<file path="src/rtl/wbu_pkg.sv">
// Shared encodings for the write-back unit: result-select codes, load funct3 codes,
// FSM states and the write-strobe bundle.
package wbu_pkg;

  localparam int unsigned XLEN  = 32;
  localparam int unsigned REG_W = 5;
  localparam int unsigned SEL_W = 3;
  localparam int unsigned F3_W  = 3;
  localparam int unsigned CNT_W = 64;

  localparam logic [XLEN-1:0] RESET_VECTOR = 32'h8000_0000;

  typedef enum logic [SEL_W-1:0] {
    SEL_NONE   = 3'd0,
    SEL_ALU    = 3'd1,
    SEL_IMME   = 3'd2,
    SEL_PC     = 3'd3,
    SEL_PC_SEQ = 3'd4,
    SEL_CSR    = 3'd5,
    SEL_MEM    = 3'd6,
    SEL_RSVD   = 3'd7
  } wb_sel_e;

  localparam logic [F3_W-1:0] F3_LB  = 3'b000;
  localparam logic [F3_W-1:0] F3_LH  = 3'b001;
  localparam logic [F3_W-1:0] F3_LW  = 3'b010;
  localparam logic [F3_W-1:0] F3_LBU = 3'b100;
  localparam logic [F3_W-1:0] F3_LHU = 3'b101;

  typedef enum logic [1:0] {
    ST_IDLE     = 2'd0,
    ST_WAIT_MEM = 2'd1,
    ST_WRITE    = 2'd2
  } wbu_state_e;

  typedef struct packed {
    logic alu;
    logic imme;
    logic pc;
    logic pc_seq;
    logic csr;
    logic mem;
  } wb_strb_t;

  // One-hot GPR write strobe for a select code; x0 and none/reserved write nothing.
  function automatic wb_strb_t sel_strobe(input wb_sel_e sel, input logic [REG_W-1:0] rd);
    wb_strb_t s;
    s = '0;
    if (rd != '0) begin
      case (sel)
        SEL_ALU:    s.alu    = 1'b1;
        SEL_IMME:   s.imme   = 1'b1;
        SEL_PC:     s.pc     = 1'b1;
        SEL_PC_SEQ: s.pc_seq = 1'b1;
        SEL_CSR:    s.csr    = 1'b1;
        SEL_MEM:    s.mem    = 1'b1;
        default:    s        = '0;
      endcase
    end
    return s;
  endfunction

endpackage

</file>
<file path="src/rtl/wbu_load_ext.sv">
// Load data aligner: picks the byte/halfword at the access offset and sign- or
// zero-extends it according to the load funct3.
module wbu_load_ext
  import wbu_pkg::*;
(
  input  logic [XLEN-1:0] rdata,
  input  logic [F3_W-1:0] funct3,
  input  logic [1:0]      addr_lo,
  output logic [XLEN-1:0] result
);

  logic [7:0]  lb_byte;
  logic [15:0] lh_half;

  always_comb begin
    lb_byte = 8'(rdata >> {addr_lo, 3'b000});
    lh_half = addr_lo[1] ? rdata[31:16] : rdata[15:0];
    case (funct3)
      F3_LB:   result = {{(XLEN-8){lb_byte[7]}}, lb_byte};
      F3_LBU:  result = {{(XLEN-8){1'b0}}, lb_byte};
      F3_LH:   result = {{(XLEN-16){lh_half[15]}}, lh_half};
      F3_LHU:  result = {{(XLEN-16){1'b0}}, lh_half};
      default: result = rdata;
    endcase
  end

endmodule

</file>
<file path="src/rtl/wbu.sv">
// Write-back unit: accepts one retiring instruction per cycle from EXU, waits for
// load data when needed, and drives registered one-hot GPR write strobes.
module wbu
  import wbu_pkg::*;
(
  input  logic              clk,
  input  logic              rstn,
  input  logic              wbu_rx_valid,
  output logic              wbu_rx_ready,
  input  logic [REG_W-1:0]  wbu_rx_rd_idx,
  input  logic [SEL_W-1:0]  wbu_rx_sel,
  input  logic [XLEN-1:0]   wbu_rx_exu_res,
  input  logic [XLEN-1:0]   wbu_rx_imme,
  input  logic [XLEN-1:0]   wbu_rx_pc,
  input  logic [XLEN-1:0]   wbu_rx_pc_seq,
  input  logic [XLEN-1:0]   wbu_rx_csr,
  input  logic [F3_W-1:0]   wbu_rx_ld_funct3,
  input  logic [1:0]        wbu_rx_ld_addr_lo,
  input  logic              wbu_mem_rvalid,
  input  logic [XLEN-1:0]   wbu_mem_rdata,
  input  logic              gpr_tx_ready,
  output logic [REG_W-1:0]  gpr_tx_rd_idx,
  output logic [XLEN-1:0]   gpr_tx_exu_res,
  output logic [XLEN-1:0]   gpr_tx_imme,
  output logic [XLEN-1:0]   gpr_tx_pc,
  output logic [XLEN-1:0]   gpr_tx_pc_seq,
  output logic [XLEN-1:0]   gpr_tx_csr,
  output logic [XLEN-1:0]   gpr_tx_mem,
  output logic              gpr_tx_alu_valid,
  output logic              gpr_tx_imme_valid,
  output logic              gpr_tx_pc_valid,
  output logic              gpr_tx_pc_seq_valid,
  output logic              gpr_tx_csr_valid,
  output logic              gpr_tx_mem_valid,
  output logic [CNT_W-1:0]  wbu_instret
);

  wbu_state_e      state, state_n, acc_state;
  wb_strb_t        strb, strb_n, acc_strb;
  wb_sel_e         rx_sel, sel_q;
  logic [F3_W-1:0] f3_q;
  logic [1:0]      lo_q;
  logic [XLEN-1:0] mem_ext;
  logic            fire, done;

  assign rx_sel = wb_sel_e'(wbu_rx_sel);

  // Ready is gated by rstn so nothing is accepted while reset is held.
  assign wbu_rx_ready = rstn && ((state == ST_IDLE) || ((state == ST_WRITE) && gpr_tx_ready));
  assign fire         = wbu_rx_valid && wbu_rx_ready;
  assign done         = (state == ST_WRITE) && gpr_tx_ready;

  wbu_load_ext u_load_ext (
    .rdata   (wbu_mem_rdata),
    .funct3  (f3_q),
    .addr_lo (lo_q),
    .result  (mem_ext)
  );

  always_ff @(posedge clk or negedge rstn) begin
    if (!rstn) begin
      state <= ST_IDLE;
      strb  <= '0;
    end else begin
      state <= state_n;
      strb  <= strb_n;
    end
  end

  always_comb begin
    state_n   = state;
    strb_n    = strb;
    acc_state = (rx_sel == SEL_MEM) ? ST_WAIT_MEM : ST_WRITE;
    acc_strb  = (rx_sel == SEL_MEM) ? wb_strb_t'('0) : sel_strobe(rx_sel, wbu_rx_rd_idx);
    case (state)
      ST_IDLE: begin
        if (fire) begin
          state_n = acc_state;
          strb_n  = acc_strb;
        end
      end
      ST_WAIT_MEM: begin
        if (wbu_mem_rvalid) begin
          state_n = ST_WRITE;
          strb_n  = sel_strobe(sel_q, gpr_tx_rd_idx);
        end
      end
      ST_WRITE: begin
        if (fire) begin
          state_n = acc_state;
          strb_n  = acc_strb;
        end else if (done) begin
          state_n = ST_IDLE;
          strb_n  = '0;
        end
      end
      default: begin
        state_n = ST_IDLE;
        strb_n  = '0;
      end
    endcase
  end

  // Payload capture on handshake, load result capture on first rvalid, retire counter.
  always_ff @(posedge clk or negedge rstn) begin
    if (!rstn) begin
      gpr_tx_rd_idx  <= '0;
      gpr_tx_exu_res <= '0;
      gpr_tx_imme    <= '0;
      gpr_tx_pc      <= '0;
      gpr_tx_pc_seq  <= '0;
      gpr_tx_csr     <= '0;
      gpr_tx_mem     <= '0;
      sel_q          <= SEL_NONE;
      f3_q           <= '0;
      lo_q           <= '0;
      wbu_instret    <= '0;
    end else begin
      if (fire) begin
        gpr_tx_rd_idx  <= wbu_rx_rd_idx;
        gpr_tx_exu_res <= wbu_rx_exu_res;
        gpr_tx_imme    <= wbu_rx_imme;
        gpr_tx_pc      <= wbu_rx_pc;
        gpr_tx_pc_seq  <= wbu_rx_pc_seq;
        gpr_tx_csr     <= wbu_rx_csr;
        sel_q          <= rx_sel;
        f3_q           <= wbu_rx_ld_funct3;
        lo_q           <= wbu_rx_ld_addr_lo;
      end
      if ((state == ST_WAIT_MEM) && wbu_mem_rvalid) begin
        gpr_tx_mem <= mem_ext;
      end
      if (done) begin
        wbu_instret <= wbu_instret + CNT_W'(1);
      end
    end
  end

  assign gpr_tx_alu_valid    = strb.alu;
  assign gpr_tx_imme_valid   = strb.imme;
  assign gpr_tx_pc_valid     = strb.pc;
  assign gpr_tx_pc_seq_valid = strb.pc_seq;
  assign gpr_tx_csr_valid    = strb.csr;
  assign gpr_tx_mem_valid    = strb.mem;

endmodule
</file>
<file path="config.mk">
export PLATFORM = sky130hd
export DESIGN_NAME = wbu
export DESIGN_NICKNAME = d
export VERILOG_FILES = /design/src/rtl/wbu_pkg.sv /design/src/rtl/wbu_load_ext.sv /design/src/rtl/wbu.sv
export SDC_FILE = /design/constraint.sdc
export NUM_CORES = 1
export LEC_CHECK = 0
export ABC_AREA = 1
export ABC_CLOCK_PERIOD_IN_PS = 4059
export BUFFER_PORTS_ARGS = -buffer_cell sky130_fd_sc_hd__buf_2
export CAP_MARGIN = 10
export CORE_AREA = 2 2 187 189
export CTS_CLUSTER_SIZE = 28
export DETAILED_ROUTE_END_ITERATION = 12
export DIE_AREA = 0 0 189 191
export GPL_TIMING_DRIVEN = 0
export HOLD_SLACK_MARGIN = 0.05
export PLACE_DENSITY = 0.67
export SYNTH_ARGS = -nofsm -noshare
export SYNTH_HDL_FRONTEND = slang
export SYNTH_SLANG_ARGS = --single-unit
</file>
<file path="constraint.sdc">
create_clock -name clk -period 4.06 [get_ports clk]
set_input_delay 0.203 -clock clk [delete_from_list [all_inputs] [get_ports clk]]
set_output_delay 0.203 -clock clk [all_outputs]
set_load 0.005 [all_outputs]
</file>
==> summary.txt, run 1 <==
Clock network
  – Root Buffer: clkbuf_16
  – Clock sinks: 277
  – Worst skew pair latency: 570 ps
  – Worst-path clk slew: 60 ps
  – Cts bufs inserted: 30
  – Htree depth: 1
  – CTS tree: done
  – Clk buf depth: 3
  – Total setup buffers inserted after CTS: 0

Status
  – Status: finished, final reports clean

Critical path
  – CP max FO: 108
  – R2R Path Start: state[0]
  – Critical path class: in -> reg
  – Worst path slowest cell: dlygate4sd3_1
  – Ordered cell list for the critical path: dlygate4sd3_1 > buf_8 > buf_16 > inv_1 > nor2_1 > nand3_1 > buf_2 > clkbuf_1 > o22ai_1 > dlygate4sd3_1
  – CP max stage delay: 580 ps
  – Setup crit end kind: flip-flop
  – R2R Setup Slk: 1550 ps
  – Cell repeated most along the worst path: dlygate4sd3_1
  – Arrival time at the worst endpoint: 3590 ps
  – R2r endpoint: state[0]
  – Crit path launch type: input port
  – R2r worst-path depth: 6
  – Worst EP required: 4560 ps

Drt
  – Wire length per cell: 18.1 um
  – Via Count: 11782
  – First-pass DRT Iterations: 5
  – Post-route DRC violation count: 0
  – DR vias/cell: 4.85
  – Iteration-0 DRC Markers: 576
  – Routed WL: 44000 um
  – Antenna-violating nets left: 0

Yosys
  – Main synth FF type: dfrtp_1
  – Post-synthesis compound-gate area fraction: 0.0428
  – Xor and xnor area share after synthesis: 0.0294
  – #FFs+latches synth: 277
  – Top cell type's share of synthesized area: 0.554
  – Post-synth top area cell: dfrtp_1
  – Largest family of logic cells by synthesized area: simple AND/OR/NAND/NOR gates
  – Syn avg cell area: 10.2 um^2
  – Post-synthesis mux area share: 0.148
  – Cell variety after synth: 46
  – Post-synthesis net count: 1436
  – Top cells by area, synth: dfrtp_1 (55%), mux2_1 (12%), nand2_1 (7.3%), inv_1 (3.2%), nor2_1 (3.2%)
  – Post-synthesis async set-or-reset flop share: 1.00
  – Post-Syn Area: 0.0125 mm^2
  – Gate count of the mapped netlist: 1225
  – Synth Area in Simple Gates: 0.178
  – Yosys warnings: 0
  – Adder-Cell Fraction of Synth Area: 0.00100
  – Post-synth EDFFs: 0
  – Seq/Total Area, Yosys: 0.554

Placement
  – Placer Congestion: 0.949
  – IO buf count: 477
  – Pre-CTS setup slack: 1240 ps
  – DP Wirelength: 31000 um

Layout
  – Commonest non-fill, non-tap cell in the layout: buf_2
  – Share of cells above drive strength 1: 0.325
  – Synth-to-Final Area Change: 49.2%
  – Final net count: 2156
  – Most frequent cells in the layout: buf_2 (498), dfrtp_1 (277), nand2_1 (244)
  – Filler Cell Count: 2914

GRT
  – Initial antenna violation count: 6
  – Vias in the first global route: 12382
  – Largest net degree at the start of global routing: 109
  – Global-route wire length before repair: 68500 um
  – Overflow left after global routing: 0
  – Overall Global Routing Usage: 0.240

STA
  – Period minus WS final: 3090 ps
  – Worst Tran Pin Value: 625 ps
  – Fin crit share: 0.760
  – Setup WS post-layout: 972 ps
  – Fmax achieved: 324 MHz
  – RSZ-0062 raised after global routing: no
  – Clock Skews: 15.9 ps
  – Final slew viol count: 0
  – Final Hold Viols: 0
  – Setup Viol. Count Final: 0
  – Slew headroom: 0.583

Floorplan
  – Die X-Extent: 189 um
  – Die ar.: 0.0361 mm^2
  – FP Rows: 68
  – Top-level port count: 478
  – Die extent in y: 191 um
  – Initial Util: 0.367
  – Core box area: 0.0341 mm^2

Pwr
  – IR drop worst, VDD: 371 uV
  – Pleak: 9.16 nW
  – Tot Pwr: 9.20 mW
  – Power per Cell Area: 493 mW/mm^2

Worst hold path
  – HP Class: in -> reg
  – Hold Crit Depth: 4
  – Hold Crit Start: wbu_mem_rdata[5]
  – Hold Path Sink: gpr_tx_mem[5]

Job
  – Max Cap Viol: 0
==> report_power, final <==
group	switching [mW]	internal (mW)	total, mW	leakage (nW)
clock	1.16	1.66	2.82	0.510
sequential	0.450	3.48	3.93	3.40
combinational	1.22	1.23	2.44	5.25
total	2.82	6.37	9.20	9.16
==> cells in the mapped netlist, drive strengths merged, types with 5 or more instances <==
| cell type | n |
|---|---|
| xnor2 | 25 |
| a21oi | 18 |
| o21ai | 62 |
| clkbuf | 7 |
| nand4 | 28 |
| dfrtp | 277 |
| nand3 | 60 |
| xor2 | 17 |
| inv | 115 |
| mux2 | 163 |
| nand2 | 250 |
| nor2 | 120 |
| or2 | 18 |
| buf | 25 |
| nor3 | 11 |
| nand3b | 5 |
==> sequential cells by signal, summed over array words and instances, names as in the netlist, 5 cells and up <==
name and flops:
gpr_tx_mem 32, wbu_instret 64, gpr_tx_pc_seq 32, gpr_tx_pc 32, gpr_tx_exu_res 32, gpr_tx_imme 32
gpr_tx_csr 32, gpr_tx_rd_idx 5
==> metal layers <==
metal | vias up | global-route usage | part of all wire
met3 | 111 | 0.0505 | 0.072
li1 | 5499 | - | -
met5 | - | 0 | 0
met4 | 0 | 0.0919 | 0.037
met1 | 5714 | 0.295 | 0.41
met2 | 458 | 0.415 | 0.48
==> layout make-up <==
cell class	count	area (um^2)	share of cell area
tap	455	569	0.0305
multi-input combinational	801	4990	0.267
antenna	6	15.0	0.000804
buffer	32	159	0.00851
inverter	115	432	0.0231
sequential	277	6930	0.371
clock buffer	41	852	0.0456
clock inverter	15	174	0.00932
timing repair buffer	688	4540	0.243
==> worst max path at each step <==
| stage | from | endpoint | slack (ps) | depth (start not counted) |
|---|---|---|---|---|
| detailed placement | rstn | gpr_tx_imme[17] | 1240 | 8 |
| finish | rstn | state[0] | 970 | 10 |
| global route | rstn | state[0] | 580 | 10 |
| global placement | rstn | gpr_tx_imme[14] | -2550 | 7 |
| floorplan | wbu_instret[0] | wbu_instret[52] | 2490 | 10 |
| CTS | rstn | state[0] | 870 | 10 |
==> per-stage QoR <==
stage                     instances  setup TNS (ps)  utilization  hold WS (ps)  area [um^2]
after CTS                      2424               0        0.547          56.0        18700
final                          2430               0        0.547          89.6        18700
after floorplan                1225               0            -         -92.6        12500
after global placement         2157        -1075850        0.453           416        15500
after global routing           2429               0        0.547          90.6        18700
after detailed placement       2159               0        0.455           217        15500
==> critical path, delay by kind of cell <==
kind | cells | cell delay [ps]
buffers and inverters | 7 | 2770
and+or+nand+nor | 2 | 330
AOI/OAI and AO/OA | 1 | 190
==> kinds of logic (layout without fill, tap and decap cells) <==
family                   count (synthesis)  in the layout
adder cells (fa/ha/maj)                  1              1
flip-flops                             277            277
multiplexers                           164            164
AO/OA/AOI/OAI                           97             97
other                                    0              6
AND/OR/NAND/NOR                        497            497
buffers and inverters                  147            891
XOR/XNOR                                42             42
==> what timing repair did <==
item	4_1_cts	5_1_grt
hold buffers	209	0
hold endpoints to repair	279	0
gates resized for setup	0	0
(Power assumes the default switching activity.)
==> inputs of run 2 (changes only) <==
--- a/config.mk
+++ b/config.mk
@@ -6,16 +6,16 @@
 export NUM_CORES = 1
 export LEC_CHECK = 0
 export ABC_AREA = 1
-export ABC_CLOCK_PERIOD_IN_PS = 4059
+export ABC_CLOCK_PERIOD_IN_PS = 2900
 export BUFFER_PORTS_ARGS = -buffer_cell sky130_fd_sc_hd__buf_2
 export CAP_MARGIN = 10
-export CORE_AREA = 2 2 187 189
+export CORE_AREA = 2 2 183 185
 export CTS_CLUSTER_SIZE = 28
 export DETAILED_ROUTE_END_ITERATION = 12
-export DIE_AREA = 0 0 189 191
+export DIE_AREA = 0 0 185 187
 export GPL_TIMING_DRIVEN = 0
 export HOLD_SLACK_MARGIN = 0.05
-export PLACE_DENSITY = 0.67
+export PLACE_DENSITY = 0.69
 export SYNTH_ARGS = -nofsm -noshare
 export SYNTH_HDL_FRONTEND = slang
 export SYNTH_SLANG_ARGS = --single-unit
==> constraint.sdc (replaced) <==
create_clock -name clk -period 2.9 [get_ports clk]
set_input_delay 0.145 -clock clk [delete_from_list [all_inputs] [get_ports clk]]
set_output_delay 0.145 -clock clk [all_outputs]
set_load 0.005 [all_outputs]
==> run 2 against run 1 <==
- sequential cell count is the same
- largest power group unchanged
- critical endpoint is now gpr_tx_exu_res[31]
- highest routed layer is now met5
- count of clock-buffer cells in the layout grew 11
- setup slack lost 550 ps
- critical path type unchanged
==> summary.txt, run 2 (synthesis results as in run 1) <==
Status
  – Status: finished, final reports clean

GRT
  – Largest net degree at the start of global routing: 126 (+16%)
  – Initial antenna violation count: 6 (unchanged)
  – Vias in the first global route: 12390 (+0.065%)
  – Overflow left after global routing: 0 (unchanged)
  – Overall Global Routing Usage: 0.258 (+0.0182)
  – Global-route wire length before repair: 69300 um (+1.1%)

Placement
  – Placer Congestion: 0.910 (-4.1%)
  – IO buf count: 477 (unchanged)
  – DP Wirelength: 31600 um (+1.8%)
  – Placed Area: 0.0155 mm^2 (about the same)
  – Pre-CTS setup slack: 275 ps (-963 ps)

Clock network
  – Post-CTS resize count: 0 (unchanged)
  – Worst skew pair latency: 510 ps (-60 ps)
  – Htree depth: 2 (+1)
  – Clk buf depth: 3 (unchanged)
  – Cts bufs inserted: 34 (+13%)
  – Worst-path clk slew: 60 ps (about the same)
  – Clock sinks: 277 (unchanged)
  – Root Buffer: clkbuf_16
  – CTS tree: done

Floorplan
  – Core box area: 0.0329 mm^2 (-3.7%)
  – Die ar.: 0.0346 mm^2 (-4.2%)
  – Top-level port count: 478 (unchanged)
  – Die X-Extent: 185 um (-2.1%)
  – Die extent in y: 187 um (-2.1%)
  – FP Rows: 67 (-1.5%)
  – Initial Util: 0.381 (+0.0140)

Critical path
  – Arrival time at the worst endpoint: 2840 ps (-750 ps)
  – Worst EP required: 3270 ps (-1290 ps)
  – Critical path class: in -> reg
  – Setup crit end kind: flip-flop
  – CP max FO: 57 (-47%)
  – Crit path launch type: input port

STA
  – Period minus WS final: 2470 ps
  – Fmax achieved: 404 MHz
  – Setup WS post-layout: 425 ps (-547 ps)
  – Final Hold Viols: 0 (unchanged)
  – Fin crit share: 0.853
  – RSZ-0062 raised after global routing: no
  – WHS: 72.6 ps (-17.1 ps)
  – Setup Viol. Count Final: 0 (unchanged)
  – Final slew viol count: 0 (unchanged)
  – Clock Skews: 20.3 ps (+4.39 ps)
  – Slew headroom: 0.562 (-0.0213)
  – Worst Tran Pin Value: 657 ps (+31.9 ps)
  – Sum Neg Setup Slack: 0 ps (unchanged)

Layout
  – Final Instance Area: 0.0187 mm^2 (about the same)
  – Commonest non-fill, non-tap cell in the layout: buf_2
  – Utilization after layout: 0.568 (+0.0207)
  – Most frequent cells in the layout: buf_2 (498), dfrtp_1 (277), nand2_1 (244)
  – Top reg by flops: wbu_instret
  – Final net count: 2153 (-0.14%)
  – Synth-to-Final Area Change: 49.1% (about the same)
  – Share of cells above drive strength 1: 0.325 (+0.000495)
  – Max FFs per register: 64 (unchanged)

Pwr
  – Sw power: 4.04 mW (+43%)
  – Power share of the sequential group: 0.421 (-0.007)
  – IR drop worst, VDD: 538 uV (+45%)
  – Int Power: 9.09 mW (+43%)
  – Clock share of power: 0.316 (+0.009)
  – Sw frac: 0.308 (+0.000547)
  – Logic pwr share: 0.263 (-0.002)
  – Power per Cell Area: 704 mW/mm^2 (+43%)
  – Pleak: 9.17 nW (about the same)

Drt
  – Wire length per cell: 18.8 um (+3.8%)
  – Iteration-0 DRC Markers: 605 (+5.0%)
  – Antenna-violating nets left: 0 (unchanged)
  – Post-route DRC violation count: 0 (unchanged)
  – Routed WL: 45500 um (+3.3%)
  – First-pass DRT Iterations: 5 (unchanged)
  – DR vias/cell: 4.92 (+1.4%)
  – Via Count: 11888 (+0.90%)

Job
  – Max Cap Viol: 0 (unchanged)

Worst hold path
  – HP Class: in -> reg
run 2: cell types whose count changed in the layout (fill, tap and decap cells not counted):
cell           delta
clkbuf_1          +5
clkbuf_16         +6
clkinv_8          -1
inv_6             +2
bufinv_16         -2
clkbuf_8          +1
diode_2           -2
inv_8             -1
dlygate4sd3_1     -8
clkinv_2          -5
run 2: per-stage QoR:
stage,power (mW),cells
6_report,13.1,2418
5_1_grt,13.8,2418
4_1_cts,13.1,2413
3_5_place_dp,8.66,2152
3_3_place_gp,8.54,2150
2_1_floorplan,6.85,1225
run 2: path summary, 6_finish.rpt:
path	from	endpoint	slack [ps]	depth (start not counted)
min	wbu_mem_rdata[6]	gpr_tx_mem[6]	70	5
max reg2reg	state[0]	gpr_tx_mem[3]	470	8
min reg2reg	gpr_tx_pc_valid	gpr_tx_pc_valid	470	2
min in group asynchronous	rstn	gpr_tx_imme[27]	140	2
max	rstn	gpr_tx_exu_res[31]	430	9
max in group asynchronous	rstn	gpr_tx_mem[19]	1780	3
run 2: area by class of cell:
cell class,count,area [um^2]
clock buffers,52,1010
fillers,2754,14200
repair buffers,681,4490
plain buffers,32,159
well taps,448,561
clock inverters,8,78.8
inverters,115,432
flip-flops and latches,277,6930
multi-input cells,801,4990
diodes,4,10.0
run 2: routing by layer:
| metal | vias to the layer above | track usage | share of wire |
|---|---|---|---|
| met1 | 5705 | 0.315 | 0.41 |
| met4 | 4 | 0.114 | 0.046 |
| met3 | 147 | 0.0633 | 0.075 |
| met5 | - | 0 | 0.00051 |
| met2 | 556 | 0.433 | 0.47 |
| li1 | 5476 | - | - |
run 2: critical path: stages:
cell and delay [ps]:
dlygate4sd3_1 570, buf_8 340, buf_16 300, inv_1 70, nor2_1 110, nand3_1 270, buf_2 320, buf_2 270
mux2_1 380
run 2: power groups by stage:
stage	Clock, mW	Sequential [mW]	Combinational [mW]
5_1_grt	4.40	5.62	3.76
6_report	4.15	5.53	3.45
2_1_floorplan	0	5.55	1.31
4_1_cts	4.24	5.46	3.38
3_3_place_gp	0	5.46	3.08
3_5_place_dp	0	5.51	3.15
run 2: repair_timing:
action,in CTS,in global routing
endpoints found under the setup margin,0,1
buffers inserted,0,0
endpoints found under the hold margin,433,0
hold buffers,201,0
==> inputs of run 3 (changes only) <==
--- a/config.mk
+++ b/config.mk
@@ -5,17 +5,18 @@
 export SDC_FILE = /design/constraint.sdc
 export NUM_CORES = 1
 export LEC_CHECK = 0
-export ABC_AREA = 1
+export ABC_AREA = 0
 export ABC_CLOCK_PERIOD_IN_PS = 2900
 export BUFFER_PORTS_ARGS = -buffer_cell sky130_fd_sc_hd__buf_2
 export CAP_MARGIN = 10
-export CORE_AREA = 2 2 183 185
+export CORE_AREA = 2 2 184 186
 export CTS_CLUSTER_SIZE = 28
 export DETAILED_ROUTE_END_ITERATION = 12
-export DIE_AREA = 0 0 185 187
+export DIE_AREA = 0 0 186 188
 export GPL_TIMING_DRIVEN = 0
 export HOLD_SLACK_MARGIN = 0.05
-export PLACE_DENSITY = 0.69
+export PLACE_DENSITY = 0.66
+export SKIP_LAST_GASP = 1
 export SYNTH_ARGS = -nofsm -noshare
 export SYNTH_HDL_FRONTEND = slang
 export SYNTH_SLANG_ARGS = --single-unit
==> run 3 against run 2 <==
- utilization shrank 3.2 points
- clock skew shrank 7.4 ps
- total power shrank 12%
==> summary.txt, run 3 <==
Status
  – Status: finished, final reports clean

Pwr
  – IR drop worst, VDD: 640 uV (+19%)
  – Pleak: 8.65 nW (-5.7%)
  – Power per Cell Area: 654 mW/mm^2 (-7.0%)

Critical path
  – Worst EP required: 3350 ps (+80 ps)
  – Crit path launch type: flip-flop
  – CP max FO: 10 (-82%)
  – R2R Setup Slk: 310 ps (-160 ps)
  – Arrival time at the worst endpoint: 3030 ps (+190 ps)
  – Critical path class: reg -> reg
  – Setup crit end kind: flip-flop

Yosys
  – #FFs+latches synth: 277 (unchanged)
  – Top cells by area, synth: dfrtp_1 (60%), mux2_2 (17%), xor2_1 (2.9%), nand2_1 (2.8%), xnor2_1 (1.9%)
  – Seq/Total Area, Yosys: 0.597 (+0.0431)
  – Post-synth EDFFs: 0 (unchanged)
  – Syn avg cell area: 12.7 um^2 (+24%)
  – Top cell type's share of synthesized area: 0.597 (+0.0431)
  – Yosys warnings: 0 (unchanged)
  – Commonest cells post-synth: dfrtp_1 (277), mux2_2 (180), nand2_1 (88)
  – Post-synth top area cell: dfrtp_1
  – Cell variety after synth: 52 (+13%)
  – Main synth FF type: dfrtp_1
  – Gate count of the mapped netlist: 915 (-25%)
  – Count leader, synth: dfrtp_1
  – Post-synthesis net count: 1126 (-22%)
  – Post-Syn Area: 0.0116 mm^2 (-7.2%)
  – Post-synthesis async set-or-reset flop share: 1.00 (unchanged)

Layout
  – Top reg by flops: wbu_instret
  – Post-route insts no fill: 2113 (-13%)
  – Most frequent cells in the layout: buf_2 (497), dfrtp_1 (277), dlygate4sd3_1 (212)
  – Final net count: 1850 (-14%)
  – Max FFs per register: 64 (unchanged)
  – Synth-to-Final Area Change: 52.9%
  – Commonest non-fill, non-tap cell in the layout: buf_2
  – Utilization after layout: 0.536 (-0.0317)
  – Share of cells above drive strength 1: 0.456 (+0.131)
  – Final Instance Area: 0.0178 mm^2 (-4.9%)

STA
  – Slew headroom: 0.581 (+0.0190)
  – Final Hold Viols: 0 (unchanged)
  – Fmax achieved: 387 MHz (-4.3%)
  – Fin crit share: 0.892 (+0.0387)
  – Setup Viol. Count Final: 0 (unchanged)
  – Clock Skews: 12.8 ps (-7.44 ps)
  – Worst Tran Pin Value: 628 ps (-28.5 ps)
  – Period minus WS final: 2590 ps (+112 ps)
  – Sum Neg Setup Slack: 0 ps (unchanged)
  – Final slew viol count: 0 (unchanged)
  – RSZ-0062 raised after global routing: no
  – WHS: 104 ps (+31.7 ps)

Drt
  – Iteration-0 DRC Markers: 379 (-37%)
  – Antenna-violating nets left: 0 (unchanged)
  – Wire length per cell: 18.0 um (-4.4%)
  – Via Count: 10182 (-14%)
  – Routed WL: 38000 um (-16%)
  – DR vias/cell: 4.82 (-2.0%)
  – First-pass DRT Iterations: 5 (unchanged)
  – Post-route DRC violation count: 0 (unchanged)

Clock network
  – Worst skew pair latency: 570 ps (+60 ps)
  – CTS tree: done
  – Worst-path clk slew: 70 ps (about the same)
  – Total setup buffers inserted after CTS: 0 (unchanged)
  – Post-CTS resize count: 0 (unchanged)
  – Clock sinks: 277 (unchanged)
  – Clk buf depth: 3 (unchanged)
  – Root Buffer: clkbuf_16
  – Cts bufs inserted: 31 (-8.8%)
  – Htree depth: 1 (-1)
  – Hold_buf cts: 212 (+5.5%)

GRT
  – Overall Global Routing Usage: 0.214 (-0.0449)
  – Global-route wire length before repair: 58600 um (-15%)
  – Initial antenna violation count: 4 (-2)
  – Vias in the first global route: 10944 (-12%)
  – Overflow left after global routing: 0 (unchanged)
  – Largest net degree at the start of global routing: 121 (-4.0%)

Placement
  – DP Wirelength: 26500 um (-16%)
  – Placed Area: 0.0146 mm^2 (-5.8%)
  – IO buf count: 477 (unchanged)
  – Placed Cells: 1842 (-14%)
  – Placer Congestion: 0.865 (-5.0%)

Floorplan
  – FP Rows: 67 (unchanged)
  – Die extent in y: 188 um (+0.53%)
  – Top-level port count: 478 (unchanged)
  – Initial Util: 0.351 (-0.0301)
  – Core box area: 0.0331 mm^2 (+0.77%)
  – Die X-Extent: 186 um (+0.54%)
  – Die ar.: 0.0350 mm^2 (+1.1%)

Job
  – Max Cap Viol: 0 (unchanged)

Worst hold path
  – HP Class: in -> async
-- run 3: final cells by class --
class	instances	area [um^2]
Tap cell	448	561
Inverter	20	75.1
Fill cell	2760	15400
Clock inverter	14	118
Clock buffer	40	880
Antenna cell	5	12.5
Timing Repair Buffer	691	4570
Buffer	36	184
Multi-Input combinational cell	582	4420
Sequential cell	277	6930
-- run 3: report_power, final --
part	switching [mW]	internal [mW]	leakage [nW]	total, mW
sequential	0.471	4.62	3.36	5.09
combinational	1.24	1.44	4.79	2.68
clock	1.62	2.22	0.490	3.84
total	3.34	8.28	8.65	11.6
-- run 3: worst max-delay path: stages, from the launching register on --
cell	delay [ps]
dfrtp_1	450
nor2b_1	320
nor3b_2	100
nand2_1	230
buf_2	300
buf_2	370
o22ai_1	110
dlygate4sd3_1	570
-- run 3: per-stage QoR --
step | setup slack (ps) | power, mW
final | 313 | 11.6
after global routing | 50.0 | 12.2
after CTS | 230 | 11.7
after detailed placement | 521 | 7.55
after global placement | -4050 | 7.46
after floorplan | 1120 | 6.16
-- run 3: routing by layer --
layer | vias up | GRT usage | wire [um]
met5 | - | 0 | 0
met4 | 0 | 0.0969 | 1660
met3 | 120 | 0.0641 | 3060
met2 | 411 | 0.371 | 19100
met1 | 4983 | 0.239 | 14200
li1 | 4668 | - | -
-- run 3: logic make-up (layout without fill, tap and decap cells) --
logic type / Yosys count / after routing / share of synthesized area
muxes: 182 / 182 / 0.178
buffers and inverters: 56 / 801 / 0.0223
xor gates and xnor gates: 63 / 63 / 0.0475
AOI/OAI and AO/OA: 85 / 85 / 0.0417
adders and majority gates: 1 / 1 / 0.00108
other: 0 / 5 / 0
and+or+nand+nor: 251 / 251 / 0.112
DFF: 277 / 277 / 0.597
-- run 3: worst paths after layout --
check | cells after the start | start | end
worst min-delay path | 2 | rstn | gpr_tx_mem[4]
worst max-delay path | 7 | state[1] | state[0]
worst max register to register | 7 | state[1] | state[0]
min in group clk | 3 | wbu_rx_exu_res[10] | gpr_tx_exu_res[10]
worst min register to register | 2 | gpr_tx_mem[10] | gpr_tx_mem[10]
max in group asynchronous | 3 | rstn | gpr_tx_imme[23]
